--- src/rtl/muldiv_unit.sv ---
// Iterative multiply/divide engine owning the HI/LO pair: shift-add multiply,
// restoring divide, multiply-accumulate, divide-by-zero early-out and MTHI/MTLO.
module muldiv_unit #(
  parameter int WIDTH = 32,
  parameter int CNT_W = 6
) (
  input  logic             clk,
  input  logic             rst,
  input  logic             start,
  input  logic [2:0]       op,
  input  logic [WIDTH-1:0] a,
  input  logic [WIDTH-1:0] b,
  input  logic             abort,
  output logic             busy,
  output logic             done,
  output logic             div_by_zero,
  output logic [WIDTH-1:0] hi,
  output logic [WIDTH-1:0] lo
);

  typedef enum logic [1:0] {IDLE, CALC, FIX} state_t;

  state_t           state, state_nx;
  logic [CNT_W-1:0] cnt;

  logic             is_div_q, is_madd_q, dbz_q, neg_res_q, neg_rem_q;
  logic [WIDTH-1:0] mag_a, mag_b, base_hi, base_lo;
  logic [WIDTH-1:0] acc_hi, acc_lo;

  logic signed [WIDTH-1:0] a_s, b_s;
  logic             accept, accept_arith, op_signed, op_div, b_zero, last;
  logic [WIDTH:0]   mul_sum, div_shift;
  logic             div_ge;
  logic [WIDTH-1:0] step_hi, step_lo, fix_hi, fix_lo;
  logic [2*WIDTH-1:0] prod;

  function automatic logic [WIDTH-1:0] magnitude(input logic signed [WIDTH-1:0] v,
                                                 input logic sgn);
    return (sgn && v < 0) ? $unsigned(-v) : $unsigned(v);
  endfunction

  function automatic logic [WIDTH-1:0] cond_neg(input logic [WIDTH-1:0] v, input logic neg);
    return neg ? -v : v;
  endfunction

  function automatic logic [2*WIDTH-1:0] cond_neg2(input logic [2*WIDTH-1:0] v,
                                                   input logic neg);
    return neg ? -v : v;
  endfunction

  assign a_s          = a;
  assign b_s          = b;
  assign busy         = (state != IDLE);
  assign accept       = start && (state == IDLE);
  assign accept_arith = accept && !(op[2] && op[1]);
  assign op_signed    = ~op[0];
  assign op_div       = (op == 3'd2) || (op == 3'd3);
  assign b_zero       = (b == '0);
  assign last         = (cnt == CNT_W'(WIDTH - 1));

  always_comb begin
    state_nx = state;
    case (state)
      IDLE: if (accept_arith) state_nx = (op_div && b_zero) ? FIX : CALC;
      CALC: begin
        if (abort)     state_nx = IDLE;
        else if (last) state_nx = FIX;
      end
      FIX:     state_nx = IDLE;
      default: state_nx = IDLE;
    endcase
  end

  // Iteration step: multiply shifts the multiplier out of acc_lo while the
  // product grows into acc_hi; divide shifts the dividend into the remainder.
  always_comb begin
    mul_sum   = {1'b0, acc_hi} + (acc_lo[0] ? {1'b0, mag_a} : '0);
    div_shift = {acc_hi, acc_lo[WIDTH-1]};
    div_ge    = (div_shift >= {1'b0, mag_b});
    if (is_div_q) begin
      step_hi = div_ge ? WIDTH'(div_shift - {1'b0, mag_b}) : div_shift[WIDTH-1:0];
      step_lo = {acc_lo[WIDTH-2:0], div_ge};
    end else begin
      step_hi = mul_sum[WIDTH:1];
      step_lo = {mul_sum[0], acc_lo[WIDTH-1:1]};
    end
  end

  // Sign correction and accumulate; the zero-divisor case restores a from its magnitude.
  always_comb begin
    prod = cond_neg2({acc_hi, acc_lo}, neg_res_q) + (is_madd_q ? {base_hi, base_lo} : '0);
    if (dbz_q) begin
      fix_hi = cond_neg(mag_a, neg_rem_q);
      fix_lo = '1;
    end else if (is_div_q) begin
      fix_hi = cond_neg(acc_hi, neg_rem_q);
      fix_lo = cond_neg(acc_lo, neg_res_q);
    end else begin
      fix_hi = prod[2*WIDTH-1:WIDTH];
      fix_lo = prod[WIDTH-1:0];
    end
  end

  always_ff @(posedge clk or posedge rst) begin
    if (rst) begin
      state       <= IDLE;
      cnt         <= '0;
      done        <= 1'b0;
      div_by_zero <= 1'b0;
      hi          <= '0;
      lo          <= '0;
    end else begin
      state       <= state_nx;
      done        <= 1'b0;
      div_by_zero <= 1'b0;
      if (state == CALC) cnt <= cnt + 1'b1;
      else               cnt <= '0;
      if (accept && op == 3'd6) hi <= a;
      if (accept && op == 3'd7) lo <= a;
      if (state == FIX && !abort) begin
        hi          <= fix_hi;
        lo          <= fix_lo;
        done        <= 1'b1;
        div_by_zero <= dbz_q;
      end
    end
  end

  // Operand capture at the accept edge, then one iteration per CALC cycle.
  always_ff @(posedge clk) begin
    if (accept_arith) begin
      is_div_q  <= op_div;
      is_madd_q <= (op == 3'd4) || (op == 3'd5);
      dbz_q     <= op_div && b_zero;
      neg_res_q <= op_signed && (a_s[WIDTH-1] ^ b_s[WIDTH-1]);
      neg_rem_q <= op_signed && a_s[WIDTH-1];
      mag_a     <= magnitude(a_s, op_signed);
      mag_b     <= magnitude(b_s, op_signed);
      base_hi   <= hi;
      base_lo   <= lo;
      acc_hi    <= '0;
      acc_lo    <= op_div ? magnitude(a_s, op_signed) : magnitude(b_s, op_signed);
    end else if (state == CALC) begin
      acc_hi <= step_hi;
      acc_lo <= step_lo;
    end
  end

endmodule

--- config.mk ---
export PLATFORM = sky130hd
export DESIGN_NAME = muldiv_unit
export DESIGN_NICKNAME = d
export VERILOG_FILES = /design/src/rtl/muldiv_unit.sv
export SDC_FILE = /design/constraint.sdc
export NUM_CORES = 1
export LEC_CHECK = 0
export ABC_CLOCK_PERIOD_IN_PS = 6900
export BUFFER_PORTS_ARGS = -buffer_cell sky130_fd_sc_hd__buf_2
export CAP_MARGIN = 10
export CORE_MARGIN = 2
export CORE_UTILIZATION = 54
export DETAILED_ROUTE_END_ITERATION = 10
export GPL_TIMING_DRIVEN = 0
export PLACE_DENSITY = 0.71
export SETUP_SLACK_MARGIN = 0.02
export SLEW_MARGIN = 40
export SYNTH_ARGS = -nofsm -noshare
export SYNTH_HDL_FRONTEND = slang
export SYNTH_SLANG_ARGS = --single-unit
--- constraint.sdc ---
create_clock -name clk -period 6.9 [get_ports clk]
set_input_delay 0 -clock clk [delete_from_list [all_inputs] [get_ports clk]]
set_output_delay 0 -clock clk [all_outputs]
set_load 0.01 [all_outputs]
==> flow_metrics.py, run 1 <==
metrics = {
    "status": {
        "status": "complete, no violations",
    },
    "routing": {
        "drt_iter0_drc": 3389,
        "vias": 23944,
        "drtPass1Iterations": 6,
        "wl_per_cell_um": 28.0,
        "via_per_inst": 6.76,
        "ant_nets": 0,
        "drt-total-wl_um": 99000,
        "route.detailed.drc": 0,
    },
    "synth": {
        "yosysSeqAreaShare_pct": 32.6,
        "synth_area_leader_cell": "edfxtp_1",
        "avgSynthCellArea_um2": 8.39,
        "ys_types": 79,
        "synth_fp_nets": 2930,
        "synth_area_mm2": 0.0228,
        "syn_inst": 2723,
        "async_flop_share_pct": 27.3,
        "synthTopCellsByArea": "edfxtp_1 22%, dfrtp_1 8.1%, ha_1 7.3%, xnor2_1 7.2%, o21ai_0 4.9%",
        "synth-edff-count": 165,
        "synth_top_area_share_pct": 21.7,
        "ys_seq_elements": 271,
        "yosys_warnings": 0,
        "synth-main-ff-cell": "edfxtp_1",
    },
    "clock_tree": {
        "cts_root_buf": "clkbuf_16",
        "cts-htree-levels": 2,
        "cts_buffer_depth": 3,
        "cts_tree": "built",
        "clk_latency_ns": 0.60,
        "cts_inserted_buffers": 36,
        "clock_sinks": 271,
        "cts_setup_buffers": 0,
        "clk_pin_slew_ns": 0.07,
    },
    "sta": {
        "timing_hold_violations_final": 0,
        "drv_slew": 0,
        "slew_headroom_pct": 37.6,
        "fmax_ghz": 0.153,
        "final-setup-viol-count": 0,
        "period_share_pct": 94.9,
        "fin_setup_tns_ns": 0,
        "whs_ns": 0.0230,
        "worst_slew_pin_slew_ns": 0.936,
        "fin_crit_ns": 6.55,
        "fin_worst_skew_ns": 0.0470,
    },
    "die": {
        "pin_count": 138,
        "die_y_um": 210,
        "die_w_um": 210,
        "rows": 75,
        "die_area_mm2": 0.0439,
        "core_area_mm2": 0.0419,
        "initial_core_util_pct": 54.6,
    },
    "critical_path": {
        "crit_arrival_ns": 7.01,
        "cpPeakStageDelay_ns": 0.57,
        "critPathRequiredTime_ns": 7.36,
        "worstPathMaxFanout": 10,
        "cp_cell_sequence": "or4_4 -> or3_4 -> nor2_1 -> nand3_1 -> or4_1 -> nand2b_1 -> clkbuf_2 -> nand2_1 -> xnor2_1 -> ha_1 -> a21oi_1 -> o21ai_0 -> a21oi_1 -> o21ai_0 -> a221oi_1 -> a21bo_2 -> a41oi_2 -> o21ai_1 -> a221oi_2 -> xnor2_1 -> o41ai_2",
        "critPathKind": "register to register",
        "cpMaxStageDelayCell": "or4_4",
        "startpoint_type": "register",
        "end_kind": "register",
    },
    "layout": {
        "nFillCells": 3658,
        "drive_gt1_share_pct": 8.56,
        "layout.nets": 3181,
        "area_growth_pct": 15.2,
        "antenna_cells": 0,
    },
    "placement": {
        "dp_hpwl_um": 75600,
        "gp_congestion": 1.00,
        "port_buffers": 131,
    },
    "grt": {
        "overflow": 0,
        "grt_pass1_wl_um": 142000,
        "grt_usage_pct": 43.7,
        "grt_max_degree": 51,
        "antenna_found_initial": 3,
        "grt_pass1_vias": 22522,
    },
    "power": {
        "p_leak_nw": 10.8,
        "powerDensity_mw_per_mm2": 365,
        "peakVddDrop_mv": 0.256,
    },
    "worst_hold_path": {
        "min_path_type": "input port to register",
    },
    "run": {
        "maxCapViolCount": 0,
    },
}
[path summary, 6_finish.rpt]
kind,slack (ns),to,from,cells past startpoint
max,0.35,hi[31],acc_lo[8],21
min,0.02,mag_b[1],b[1],3
max reg2reg,0.35,hi[31],acc_lo[8],21
min reg2reg,0.46,cnt[0],cnt[0],1
max in group asynchronous,5.72,lo[17],rst,5
min in group asynchronous,0.56,hi[16],rst,4
[kinds of logic after synthesis]
kind of cell | after synthesis | share of synthesized area (%)
buffers and inverters | 251 | 4.14
AO/OA/AOI/OAI | 819 | 22.6
AND/OR/NAND/NOR | 891 | 19.1
adder cells (fa/ha/maj) | 136 | 7.55
multiplexers | 61 | 2.73
XOR/XNOR | 294 | 11.3
flip-flops | 271 | 32.6
[cell type report]
class | instances | area, um2 | share of cell area [%]
Tap cell | 539 | 674 | 2.56
Multi-Input combinational cell | 2201 | 14500 | 55.1
Sequential cell | 271 | 7450 | 28.3
Buffer | 163 | 636 | 2.42
Timing Repair Buffer | 213 | 1520 | 5.79
Clock buffer | 46 | 938 | 3.57
Clock inverter | 20 | 256 | 0.975
Inverter | 88 | 335 | 1.28
[worst max-delay path: cells and delay by family (launching register included)]
kind                       cells  cell delay [ns]
DFF                            1             0.52
buffers and inverters          1             0.30
xor gates and xnor gates       2             0.25
AOI/OAI and AO/OA             10             2.54
and+or+nand+nor                7             2.37
adders and majority gates      1             0.41
[placed cells by master (no fill, tap or decap), types with 27 or more instances in the layout]
master         count
mux2i_1           51
nand2b_1          34
a31oi_1           40
a21oi_1          220
inv_1             82
dlygate4sd3_1     78
xor2_1           106
nor3_1            43
dfrtp_1           74
dfxtp_1           32
or3_1             33
nor2b_1           33
clkbuf_16         36
nand2_1          264
a21o_1            60
and2_1           101
nand4_1           27
o31ai_1           46
buf_2            133
ha_1             133
clkbuf_1         144
nor2_1           208
edfxtp_1         165
a211oi_1          52
nand3_1           54
xnor2_1          188
o21ai_0          222
[registers in the layout, summed over array words and instances (netlist names), 6 cells and up]
register,cells
base_hi,32
base_lo,32
acc_hi,32
hi,32
mag_a,32
acc_lo,32
cnt,6
lo,32
mag_b,32
[power breakdown]
| group | switching [mW] | internal [mW] | total, mW |
|---|---|---|---|
| clock network | 0.834 | 1.13 | 1.96 |
| logic | 3.17 | 1.89 | 5.06 |
| registers | 0.467 | 2.11 | 2.58 |
| total | 4.47 | 5.14 | 9.60 |
[synth_stat cells, drive strengths merged (27+ instances only)]
cell type and number:
a31oi 40, nor2b 33, nand3 55, xnor2 188, nor2 209, o31ai 48, or3 36, and2 101
a211oi 52, nor3 44, ha 133, a21oi 220, mux2i 51, clkbuf 148, a21o 60, nand4 27
inv 85, edfxtp 165, dfrtp 74, o21ai 226, nand2b 35, nand2 264, dfxtp 32, xor2 106
[metal layers]
| layer | GRT usage (%) | up-vias | share of wire (%) |
|---|---|---|---|
| li1 | - | 10424 | - |
| met1 | 57.1 | 11424 | 38 |
| met2 | 67.7 | 1728 | 43 |
| met3 | 8.95 | 366 | 12 |
| met4 | 24.7 | 2 | 6.5 |
| met5 | 0 | - | 0.013 |
[stage by stage]
step | cell area (um2) | instances | utilization, % | power [mW] | setup slack [ns]
floorplan | 22800 | 2723 | - | 5.83 | 1.55
global placement | 24200 | 3393 | 57.7 | 7.34 | -0.911
detailed placement | 24300 | 3397 | 58.0 | 7.40 | 0.109
CTS | 26300 | 3541 | 62.8 | 9.39 | 0.0395
global route | 26300 | 3541 | 62.8 | 10.0 | -0.0322
finish | 26300 | 3541 | 62.8 | 9.60 | 0.350
[timing repair]
| action | in CTS | in global routing |
|---|---|---|
| gates resized for setup | 0 | 6 |
| endpoints found under the setup margin | 0 | 6 |
| hold buffers | 78 | 0 |
| endpoints found under the hold margin | 181 | 0 |
No activity file was read; power rests on OpenSTA's default activity.
==> inputs of run 2 (changes only) <==
--- a/config.mk
+++ b/config.mk
@@ -13,6 +13,7 @@
 export DETAILED_ROUTE_END_ITERATION = 10
 export GPL_TIMING_DRIVEN = 0
 export PLACE_DENSITY = 0.71
+export RECOVER_POWER = 25
 export SETUP_SLACK_MARGIN = 0.02
 export SLEW_MARGIN = 40
 export SYNTH_ARGS = -nofsm -noshare
==> flow_metrics.py, run 2 (same netlist as run 1, synthesis figures left out) <==
metrics = {
    "clock_tree": {
        "cts-htree-levels": 2,
        "cts_tree": "built",
        "cts_setup_buffers": 0,
        "cts_inserted_buffers": 36,
        "cts_root_buf": "clkbuf_16",
        "clk_latency_ns": 0.60,
        "clock_sinks": 271,
        "cts_buffer_depth": 3,
        "clk_pin_slew_ns": 0.07,
    },
    "critical_path": {
        "cpPeakStageDelay_ns": 0.58,
        "r2r-end": "hi[31]",
        "r2r-start": "acc_lo[8]",
        "crit_arrival_ns": 7.07,
        "cpMaxStageDelayCell": "or4_4",
        "cp_cell_sequence": "or4_4 -> or3_4 -> nor2_1 -> nand3_1 -> or4_1 -> nand2b_1 -> clkbuf_2 -> nand2_1 -> xnor2_1 -> ha_1 -> a21oi_1 -> o21ai_0 -> a21oi_1 -> o21ai_0 -> a221oi_1 -> a21bo_2 -> a41oi_2 -> o21ai_1 -> a221oi_2 -> xnor2_1 -> o41ai_2",
        "critPathKind": "register to register",
        "reg2reg_slack_ns": 0.28,
        "worstPathMaxFanout": 10,
        "rr_worst_depth": 21,
        "path_delay_family": "compound AO/OA/AOI/OAI gates",
        "startpoint_type": "register",
        "critPathRequiredTime_ns": 7.35,
        "end_kind": "register",
        "cp_num_buf_inv": 1,
    },
    "sta": {
        "worst_slew_pin_slew_ns": 1.65,
        "timing_hold_violations_final": 0,
        "fin_setup_tns_ns": 0,
        "drv_slew": 25,
        "period_share_pct": 95.9,
        "fin_crit_ns": 6.62,
        "whs_ns": 0.0304,
        "final-setup-viol-count": 0,
        "fin_worst_skew_ns": 0.0538,
        "fmax_ghz": 0.151,
        "setup_slack_ns": 0.284,
        "slew_headroom_pct": -10.4,
    },
    "routing": {
        "route.detailed.drc": 0,
        "ant_nets": 0,
        "via_per_inst": 6.76,
        "drt_iter0_drc": 3448,
        "wl_per_cell_um": 28.0,
        "vias": 23940,
        "drt-total-wl_um": 99000,
        "drtPass1Iterations": 7,
    },
    "placement": {
        "gp_congestion": 1.00,
        "dp_hpwl_um": 75600,
        "place_area_mm2": 0.0243,
        "port_buffers": 131,
        "place_inst": 3397,
        "dp_slack_ns": 0.109,
    },
    "grt": {
        "grt_max_degree": 51,
        "grt_usage_pct": 43.7,
        "grt_pass1_vias": 22522,
        "antenna_found_initial": 3,
        "overflow": 0,
        "grt_pass1_wl_um": 142000,
    },
    "power": {
        "swShare_pct": 46.6,
        "power_mw": 9.58,
        "peakVddDrop_mv": 0.254,
        "clkPwrFrac_pct": 20.5,
        "comb_power_share_pct": 52.6,
        "seqPwrFrac_pct": 26.9,
        "p_int_mw": 5.11,
        "power_switching_mw": 4.47,
        "powerDensity_mw_per_mm2": 365,
        "p_leak_nw": 10.6,
    },
    "layout": {
        "finish.instance_area_mm2": 0.0262,
        "final_util_pct": 62.7,
        "area_growth_pct": 14.9,
        "layout.nets": 3181,
        "mostFrequentLayoutCells": "264 x nand2_1, 222 x o21ai_0, 220 x a21oi_1",
        "drive_gt1_share_pct": 6.70,
        "layout.cells.most_common": "nand2_1",
        "stdcell_count": 3542,
    },
    "die": {
        "die_y_um": 210,
        "die_area_mm2": 0.0439,
        "die_w_um": 210,
        "pin_count": 138,
        "initial_core_util_pct": 54.6,
        "rows": 75,
        "core_area_mm2": 0.0419,
    },
    "worst_hold_path": {
        "min_path_type": "input port to register",
        "min_from": "b[1]",
        "hold_path_depth": 3,
        "hold_path_end": "mag_b[1]",
    },
    "run": {
        "maxCapViolCount": 1,
    },
    "status": {
        "violations": "max-capacitance violations, max-slew violations",
        "status": "finished with violations",
    },
}
[run 2: cell types whose count changed in the layout (fill, tap and decap cells not counted), sizes merged]
cell      change
clkbuf       +56
clkinvlp      +1
buf          -56
inv           -1
diode         +1
[run 2: routing by layer]
layer,track usage [%],wire [um],up-vias
met5,0,13,-
met4,24.7,6520,2
met3,8.95,12100,373
met2,67.7,43000,1733
met1,57.1,37300,11408
li1,-,-,10424
[run 2: worst max-delay path by stage]
stage / from / end / slack, ns / cells past startpoint
floorplan: acc_lo[8] / hi[31] / 1.55 / 23
global placement: state[1] / acc_lo[27] / -0.91 / 5
detailed placement: acc_lo[8] / hi[31] / 0.11 / 21
CTS: acc_lo[8] / hi[31] / 0.04 / 21
global route: acc_lo[8] / hi[31] / -0.03 / 21
finish: acc_lo[8] / hi[31] / 0.28 / 21
[run 2: layout make-up]
type                            instances  area [um2]
Antenna cell                            1        2.50
Timing Repair Buffer                  213        1450
Multi-Input combinational cell       2201       14500
Buffer                                163         636
Sequential cell                       271        7450
Clock inverter                         20         256
Fill cell                            3691       15600
Tap cell                              539         674
Inverter                               88         332
Clock buffer                           46         938
[run 2: what timing repair did]
action | in CTS | in global routing
endpoints found under the hold margin | 181 | 0
gates resized for setup | 0 | 6
hold buffers | 78 | 0
setup endpoints to repair | 0 | 6
[run 2: power groups by stage]
| stage | clock network (mW) | registers [mW] | logic, mW |
|---|---|---|---|
| CTS | 1.95 | 2.55 | 4.90 |
| finish | 1.96 | 2.58 | 5.04 |
| detailed placement | 0 | 2.58 | 4.82 |
| floorplan | 0 | 2.42 | 3.41 |
| global route | 2.01 | 2.59 | 5.40 |
| global placement | 0 | 2.59 | 4.75 |
[run 2: worst min-delay path, stage by stage]
cell	delay [ns]
buf_2	0.11
inv_1	0.07
o21ai_0	0.21
